[src/rtl/freq_cmp_pkg.sv]
// freq_cmp_pkg
//   Shared types and constants for the reference-clock side of the
//   two-domain frequency comparator.
//   - fcmp_state_t       : initiator FSM state encoding
//   - FCMP_SETTLE_CYCLES : default settle delay after timer_done
package freq_cmp_pkg;

  typedef enum logic [2:0] {
    IDLE      = 3'd0,
    COUNT     = 3'd1,
    WAIT_DONE = 3'd2,
    SETTLE    = 3'd3,
    REPORT    = 3'd4
  } fcmp_state_t;

  localparam int FCMP_SETTLE_CYCLES = 4;

endpackage

[src/rtl/freq_cmp_wdog.sv]
// freq_cmp_wdog
//   Handshake watchdog: a clear/run counter that flags expiry on the cycle
//   whose increment would bring the count to all-ones. The owner therefore
//   sees exactly 2**WDOG_WIDTH-1 run cycles before acting on expire.
// Ports:
//   clk     in  clock
//   reset_n in  asynchronous active-low reset
//   clear   in  synchronous clear (dominates run)
//   run     in  count enable
//   expire  out high when this run cycle completes the full timeout
module freq_cmp_wdog #(
  parameter int WDOG_WIDTH = 16
) (
  input  logic clk,
  input  logic reset_n,
  input  logic clear,
  input  logic run,
  output logic expire
);

  localparam logic [WDOG_WIDTH-1:0] WDOG_LAST = {{(WDOG_WIDTH-1){1'b1}}, 1'b0};
  localparam logic [WDOG_WIDTH-1:0] WDOG_MAX  = {WDOG_WIDTH{1'b1}};

  logic [WDOG_WIDTH-1:0] count_reg;

  always_ff @(posedge clk or negedge reset_n) begin
    if (!reset_n) begin
      count_reg <= '0;
    end else if (clear) begin
      count_reg <= '0;
    end else if (run && (count_reg != WDOG_MAX)) begin
      count_reg <= count_reg + 1'b1;
    end
  end

  assign expire = run & ~clear & (count_reg == WDOG_LAST);

endmodule

[src/rtl/freq_compare_initiator.sv]
// freq_compare_initiator
//   Reference-clock-side initiator of the count_enable / timer_done
//   handshake. Opens a window of timeout_value clk cycles, waits for the
//   remote counter's synchronized timer_done, lets the remote count settle,
//   then reports whether that count is >= the local window length.
// Ports:
//   clk             in  reference clock
//   reset_n         in  asynchronous active-low reset
//   enable          in  start request, rising edge starts a measurement
//   timeout_value   in  window length, captured at start
//   timer_done      in  remote window-closed flag (already synchronized)
//   timeout_compare in  remote count, quasi-static once timer_done is high
//   count_enable    out window qualifier to the remote domain (registered)
//   timeout_count   out local window counter
//   compare_ge      out timeout_compare >= captured window length
//   compare_done    out one-cycle result-valid pulse
//   busy            out high whenever not IDLE
//   error           out sticky until next start: zero window or watchdog
module freq_compare_initiator
  import freq_cmp_pkg::*;
#(
  parameter int DATA_WIDTH    = 32,
  parameter int SETTLE_CYCLES = FCMP_SETTLE_CYCLES,
  parameter int WDOG_WIDTH    = 16
) (
  input  logic                  clk,
  input  logic                  reset_n,
  input  logic                  enable,
  input  logic [DATA_WIDTH-1:0] timeout_value,
  input  logic                  timer_done,
  input  logic [DATA_WIDTH-1:0] timeout_compare,
  output logic                  count_enable,
  output logic [DATA_WIDTH-1:0] timeout_count,
  output logic                  compare_ge,
  output logic                  compare_done,
  output logic                  busy,
  output logic                  error
);

  localparam int SETTLE_W = $clog2(SETTLE_CYCLES + 1);
  localparam logic [SETTLE_W-1:0] SETTLE_LAST = SETTLE_W'(SETTLE_CYCLES - 1);

  fcmp_state_t state_reg, state_next;

  logic                  enable_d_reg;
  logic [DATA_WIDTH-1:0] win_len_reg;
  logic [DATA_WIDTH-1:0] timeout_count_reg;
  logic                  count_enable_reg;
  logic                  compare_ge_reg;
  logic                  error_reg;
  logic                  seen_low_reg;
  logic [SETTLE_W-1:0]   settle_cnt_reg;

  logic start;
  logic zero_window;
  logic window_last;
  logic done_ok;
  logic settle_last;
  logic wdog_clear;
  logic wdog_run;
  logic wdog_expire;

  assign start       = enable & ~enable_d_reg & (state_reg == IDLE);
  assign zero_window = (timeout_value == '0);
  assign window_last = (timeout_count_reg == win_len_reg - 1'b1);
  // seen_low rejects a timer_done still high from the previous run.
  assign done_ok     = seen_low_reg & timer_done;
  assign settle_last = (settle_cnt_reg == SETTLE_LAST);

  // Watchdog is held clear outside WAIT_DONE, so it starts at zero on entry.
  assign wdog_clear = (state_reg != WAIT_DONE);
  assign wdog_run   = (state_reg == WAIT_DONE);

  freq_cmp_wdog #(
    .WDOG_WIDTH(WDOG_WIDTH)
  ) u_wdog (
    .clk    (clk),
    .reset_n(reset_n),
    .clear  (wdog_clear),
    .run    (wdog_run),
    .expire (wdog_expire)
  );

  always_ff @(posedge clk or negedge reset_n) begin
    if (!reset_n) begin
      state_reg <= IDLE;
    end else begin
      state_reg <= state_next;
    end
  end

  always_comb begin
    state_next = state_reg;
    case (state_reg)
      IDLE: begin
        if (start) begin
          state_next = zero_window ? REPORT : COUNT;
        end
      end
      COUNT: begin
        if (window_last) begin
          state_next = WAIT_DONE;
        end
      end
      WAIT_DONE: begin
        // A valid done in the same cycle as expiry wins.
        if (done_ok) begin
          state_next = SETTLE;
        end else if (wdog_expire) begin
          state_next = REPORT;
        end
      end
      SETTLE: begin
        if (settle_last) begin
          state_next = REPORT;
        end
      end
      REPORT: begin
        state_next = IDLE;
      end
      default: begin
        state_next = IDLE;
      end
    endcase
  end

  always_ff @(posedge clk or negedge reset_n) begin
    if (!reset_n) begin
      enable_d_reg      <= 1'b0;
      win_len_reg       <= '0;
      timeout_count_reg <= '0;
      count_enable_reg  <= 1'b0;
      compare_ge_reg    <= 1'b0;
      error_reg         <= 1'b0;
      seen_low_reg      <= 1'b0;
      settle_cnt_reg    <= '0;
    end else begin
      enable_d_reg <= enable;
      case (state_reg)
        IDLE: begin
          if (start) begin
            win_len_reg       <= timeout_value;
            timeout_count_reg <= '0;
            compare_ge_reg    <= 1'b0;
            error_reg         <= zero_window;
            seen_low_reg      <= 1'b0;
            count_enable_reg  <= ~zero_window;
          end
        end
        COUNT: begin
          timeout_count_reg <= timeout_count_reg + 1'b1;
          if (!timer_done) begin
            seen_low_reg <= 1'b1;
          end
          if (window_last) begin
            count_enable_reg <= 1'b0;
          end
        end
        WAIT_DONE: begin
          settle_cnt_reg <= '0;
          if (!timer_done) begin
            seen_low_reg <= 1'b1;
          end
          if (!done_ok && wdog_expire) begin
            error_reg <= 1'b1;
          end
        end
        SETTLE: begin
          settle_cnt_reg <= settle_cnt_reg + 1'b1;
          if (settle_last) begin
            compare_ge_reg <= (timeout_compare >= win_len_reg);
          end
        end
        default: begin
        end
      endcase
    end
  end

  assign count_enable  = count_enable_reg;
  assign timeout_count = timeout_count_reg;
  assign compare_ge    = compare_ge_reg;
  assign error         = error_reg;
  assign compare_done  = (state_reg == REPORT);
  assign busy          = (state_reg != IDLE);

endmodule

[config.mk]
export PLATFORM = sky130hd
export DESIGN_NAME = freq_compare_initiator
export DESIGN_NICKNAME = d
export VERILOG_FILES = /design/src/rtl/freq_cmp_pkg.sv /design/src/rtl/freq_cmp_wdog.sv /design/src/rtl/freq_compare_initiator.sv
export SDC_FILE = /design/constraint.sdc
export NUM_CORES = 1
export LEC_CHECK = 0
export ABC_AREA = 1
export CAP_MARGIN = 0
export CORE_UTILIZATION = 50
export DETAILED_ROUTE_END_ITERATION = 7
export PLACE_DENSITY = 0.86
export SLEW_MARGIN = 20
export SYNTH_ARGS = -nofsm -noshare
export SYNTH_HDL_FRONTEND = slang
export SYNTH_HIERARCHICAL = 1
export SYNTH_SLANG_ARGS = --single-unit
[constraint.sdc]
create_clock -name clk -period 2.2 [get_ports clk]
set_input_delay 0.44 -clock clk [delete_from_list [all_inputs] [get_ports clk]]
set_output_delay 0.44 -clock clk [all_outputs]
set_load 0.005 [all_outputs]
== Word level (Yosys, flattened, before mapping) ==
Index checks and enable logic that the tools add are counted.
W data, S select, Z words.

* Output and inout port bits: 37
* Input bits: 68
* Register bits after elaboration: 91

* Eq/ne operators: 15
* Muxes and demuxes: 23
* $lt $le $gt $ge: 1
* Reductions and logical operators: 20
* Bitwise logic cells: 8
* Add/subtract/negate cells: 4

{| class="wikitable"
|+ Operator list
! kind !! number
|-
| $pmux W32 S2 || 1
|-
| $add A32 B1 Y32 const B || 1
|-
| $eq A32 B32 Y1 || 1
|-
| $ge A32 B32 Y1 || 1
|-
| $logic_not A32 Y1 || 1
|-
| $mux W16 || 2
|-
| $mux W32 || 1
|-
| $sub A32 B1 Y32 const B || 1
|-
| $mux W3 || 6
|-
| $add A16 B1 Y16 const B || 1
|-
| $eq A16 B16 Y1 const B || 1
|-
| $ne A16 B16 Y1 const B || 1
|-
| $pmux W3 S4 || 1
|-
| $reduce_and A3 Y1 || 4
|-
| $reduce_bool A2 Y1 || 6
|-
| $ne A2 B2 Y1 const B || 5
|-
| $eq A3 B2 Y1 const B || 3
|-
| $pmux W1 S2 || 4
|-
| $mux W1 || 7
|-
| $pmux W3 S2 || 1
|-
| $and A1 B1 Y1 || 5
|-
| $reduce_and A2 Y1 || 2
|-
| $reduce_and A4 Y1 || 1
|-
| $add A3 B1 Y3 const B || 1
|-
| 10 further kinds || 13
|}

== Longest topological paths before layout ==
Gate-level depths: netlist of run 1.

* Depth after elaboration: 7
* Mapped depth: 17
* Gate-level depth less buffers: 17

== Hierarchy ==
The synthesis of run 1 kept the hierarchy.

{| class="wikitable"
|+ Modules (own cells, without submodules)
! module !! area an instance (um^2) !! cells each !! sequential area each (um^2) !! instances
|-
| freq_compare_initiator || 5657.9 || 807 || 1876.8 || 1
|-
| freq_cmp_wdog || 1061.0 || 154 || 400.4 || 1
|}

== Worst setup path after synthesis of run 1 ==
No wires, ideal clock.

* Path type: reg-to-reg
* Start: register state_reg[2]
* End: register state_reg[0]
* Arrival: 1938 ps
* Required time: 2079 ps
* Setup time: 121 ps
* Setup slack: 140 ps
* Cell stages (with the launch flop): 13
* Period minus slack after synthesis: 2060 ps
* Path through: dfrtp_1 -> inv_1 -> nand2_1 -> nor2_1 -> inv_1 -> inv_1 -> nand3_1 -> nor4_1 -> inv_1 -> a21oi_1 -> nand2_1 -> nor2_1 -> a21oi_1

* Elaborated cells between the ends (all ways): 15
* Those cells by class: eq/ne: 8; mux: 1; bitwise: 4; reduce/logical: 2

{| class="wikitable"
|+ RTL lines
! element !! RTL line !! source
|-
| from (decl) || freq_compare_initiator.sv:43 || <nowiki>fcmp_state_t state_reg, state_next;</nowiki>
|-
| from (signal assigned) || freq_compare_initiator.sv:88 || <nowiki>state_reg <= state_next;</nowiki>
|-
| $eq A3 B2 Y1 || freq_compare_initiator.sv:72 || <nowiki>assign wdog_run = (state_reg == WAIT_DONE);</nowiki>
|-
| net wdog_run || freq_compare_initiator.sv:60 || <nowiki>logic wdog_run;</nowiki>
|-
| $and A1 B1 Y1 (2 in a row) || freq_cmp_wdog.sv:36 || <nowiki>assign expire = run & ~clear & (count_reg == WDOG_LAST);</nowiki>
|-
| net wdog_expire || freq_compare_initiator.sv:61 || <nowiki>logic wdog_expire;</nowiki>
|-
| $ne A3 B3 Y1 (no line) || n/a ||
|-
| $reduce_and A4 Y1 (no line) || n/a ||
|}

The timed path passes the listed nets, and every way through them passes these cells.
A chain may end at the register's enable or synchronous reset.

== Worst setup path in the final report of run 1 ==
* Start: register win_len_reg[1]
* End: register count_enable_reg (netlist: count_enable)

* Cells in the longest elaborated chain, start to end: 4

{| class="wikitable"
|+ RTL lines
! element !! RTL line !! source
|-
| from (decl) || freq_compare_initiator.sv:46 || <nowiki>logic [DATA_WIDTH-1:0] win_len_reg;</nowiki>
|-
| from (signal assigned) || freq_compare_initiator.sv:142 || <nowiki>win_len_reg <= timeout_value;</nowiki>
|-
| $sub A32 B1 Y32 || freq_compare_initiator.sv:65 || <nowiki>assign window_last = (timeout_count_reg == win_len_reg - 1'b1);</nowiki>
|-
| $eq A32 B32 Y1 || freq_compare_initiator.sv:65 ||
|-
| $ne A2 B2 Y1 (no line) || n/a ||
|-
| $reduce_and A3 Y1 (no line) || n/a ||
|-
| to (signal assigned) || freq_compare_initiator.sv:147 || <nowiki>count_enable_reg <= ~zero_window;</nowiki>
|-
| to (decl) || freq_compare_initiator.sv:48 || <nowiki>logic count_enable_reg;</nowiki>
|}

No other way between the ends.

==> results of run 1 <==
## metrics by stage
step,instances,total power [mW],hold slack [ns],setup slack [ns]
floorplan,961,6.02,0.144,0.140
global placement,1261,7.73,0.475,0.0166
detailed placement,1261,7.94,0.481,-0.101
finish,1284,10.4,0.130,0.0598
CTS,1279,9.98,0.141,0.00467
global route,1284,11.1,0.162,-0.129
## what timing repair did
action,4_1_cts,5_1_grt
pin swaps,2,17
setup buffers,2,5
gates cloned,0,0
resized for setup,2,54
setup endpoints to repair,1,11
## how the worst max path moves through the flow
stage	from	end	slack [ns]	cells past startpoint
final	win_len_reg[1]	count_enable	0.06	15
after global routing	win_len_reg[15]	count_enable	-0.13	16
after CTS	win_len_reg[1]	count_enable	0.005	15
after detailed placement	timeout_compare[31]	compare_ge	-0.10	11
after global placement	timeout_compare[31]	compare_ge	0.02	11
after floorplan	state_reg[2]	state_reg[0]	0.14	12
## kinds of logic after synthesis
kind of cell    share of synthesized area [%]
buf+inv                                  7.86
flops                                    33.9
xor+xnor                                 6.52
mux                                     0.298
compound gates                           10.3
simple gates                             34.0
fa+ha+maj                                7.08
## worst max-delay path, stage by stage (launching register included)
cell and delay (ns):
dfrtp_1 0.41, inv_2 0.09, ha_4 0.16, nand2_4 0.07, nor2_4 0.25, nand2_4 0.10
buf_4 0.14, xor2_1 0.13, nor2_1 0.11, nand3_1 0.07, nor2_1 0.13, nand3_2 0.09
nand2_2 0.11, nand2_1 0.06, nand2_1 0.07, nand2_1 0.04
## synth_stat cells (2+ instances only)
| cell type | instances | area share, % |
|---|---|---|
| nand2_1 | 254 | 14 |
| nor2_1 | 122 | 6.8 |
| inv_1 | 117 | 6.5 |
| dfrtp_1 | 91 | 34 |
| o21ai_0 | 59 | 4.4 |
| nand3_1 | 47 | 3.5 |
| ha_1 | 38 | 7.1 |
| a21oi_1 | 37 | 2.8 |
| xor2_1 | 33 | 4.3 |
| nand4_1 | 24 | 2.2 |
| xnor2_1 | 17 | 2.2 |
| nor4_1 | 16 | 1.5 |
| nor3_1 | 13 | 0.97 |
| nor2_2 | 11 | 1.0 |
| nand2_2 | 8 | 0.74 |
| clkbuf_1 | 7 | 0.39 |
| nor2_4 | 7 | 1.2 |
| o21bai_1 | 7 | 0.78 |
| o22ai_1 | 6 | 0.56 |
| buf_2 | 5 | 0.37 |
| inv_2 | 4 | 0.22 |
| nand3b_1 | 4 | 0.45 |
| a22oi_1 | 3 | 0.34 |
| clkinv_1 | 3 | 0.17 |
| o211ai_1 | 3 | 0.34 |
| o21ai_1 | 3 | 0.22 |
| a211oi_1 | 2 | 0.22 |
| a22o_1 | 2 | 0.26 |
| and2_1 | 2 | 0.19 |
| mux2i_1 | 2 | 0.30 |
| nand3_2 | 2 | 0.30 |
## cell type report
class	instances	share of cell area, %
tap	172	2.44
multi-input combinational	732	46.0
inverter	124	5.28
clock buffer	12	2.91
timing repair buffer	149	16.1
sequential	91	25.9
clock inverter	4	1.36
## power by group
group / switching (mW) / internal [mW] / total [mW]
Sequential: 0.830 / 2.23 / 3.06
Clock: 0.666 / 1.29 / 1.95
Combinational: 3.09 / 2.30 / 5.39
## layer usage
| metal | wire length, um | part of all wire [%] | GRT usage [%] | vias to the layer above |
|---|---|---|---|---|
| met5 | 0 | 0 | 0 | - |
| met4 | 527 | 2.7 | 10.5 | 0 |
| met3 | 1570 | 8.1 | 6.54 | 47 |
| met2 | 9150 | 47 | 45.6 | 321 |
| met1 | 8210 | 42 | 36.4 | 3298 |
| li1 | - | - | - | 3420 |
==> metrics.cfg, run 1 <==
[run_status]
outcome = completed

[sta]
timing.slew.headroom_pct = 55.6
fmax_ghz = 0.467
finalHoldViolCount = 0
slew_viol_final = 0
tightestPinTransition_ns = 0.666
fin_skew_ns = 0.00867
finalSetupTns_ns = 0
setup_violations = 0
min_period_ns = 2.14
post-route-period-util_pct = 97.3
rsz0062_at_grt = yes

[die]
die-area_um2 = 13900
start_util_pct = 52.2
core_area_um2 = 12900
fp-row-count = 41
fp.dieW_um = 118
dieHeight_um = 118
io_pins = 105

[synthesis]
async_flop_share_pct = 100
ys_warn_count = 6
synth_cells = 961
synth_edf_count = 0
synth_cell_types = 43
netlist_area_um2 = 6720
ys_ff_latch = 91
synthFlopType = dfrtp_1
syn_avg_cell_area_um2 = 6.99
syn_nets = 1067
yosysSeqAreaShare_pct = 33.9

[routing]
post_drt_wl_per_cell_um = 15.2
first_pass_iters = 5
antenna_left = 0
vias = 7086
wl_um = 19500
initialDrtViolationCount = 714
drt-vias-per-instance = 5.52
drc = 0

[critical_path]
crit_path_start_kind = flop
crit_required_ns = 2.45
reg2reg_depth = 15
end_kind = flop
rrSetupSlack_ns = 0.06
critPathArrivalTime_ns = 2.39
critical_path_class = reg2reg
r2r_start = win_len_reg[1]
path_max_fanout = 7
r2r-end = count_enable

[hold_path]
min_path_type = in2async

[cts]
clockRootBuffer = clkbuf_16
clock_latency_ns = 0.35
cts_sinks = 91
path_clk_slew_ns = 0.07
cts_made_buffers = 9
clockBufferDepth = 2
cts_hold_buffers = 0
cts_tree = yes
htree_levels = 3

[power]
irDropWorstVdd_mv = 0.979
p_leak_nw = 3.93
powerDensity_nw_per_um2 = 1180

[final_layout]
n_antenna_cell = 0
layout_commonest_cell = nand2_1
regArea_um2 = 2280
utilization_pct = 68.5
fin_area_um2 = 8820
drive_gt1_share_pct = 12.8
layout_common_cells = 247 x nand2_1, 114 x inv_1, 103 x clkdlybuf4s50_1
multi_input_area_um2 = 4060
area_growth_pct = 31.2
fillers = 999
final_nets = 1213

[place]
io_buffers = 104
place.gp.congestion = 0.919
dp_hpwl_um = 14400
dpl_cell_area_um2 = 8230

[global_route]
grt_max_degree = 66
grt_pass1_wl_um = 31500
antenna_found_initial = 0
grt_pass1_vias = 6734
track_usage_pct = 28.1
overflow = 0

[job]
cap_violations = 0

No activity file was read; power rests on OpenSTA's default activity.
==> run 2: changes to the inputs <==
CTS_CLUSTER_SIZE = 30   (was unset)
==> results of run 2 <==
No change in the layout: final DEF, timing and power equal those of run 1.
==> run 3: changes to the inputs <==
CAP_MARGIN = unset   (was 0)
==> results of run 3 <==
No change in the layout: final DEF, timing and power equal those of run 1.
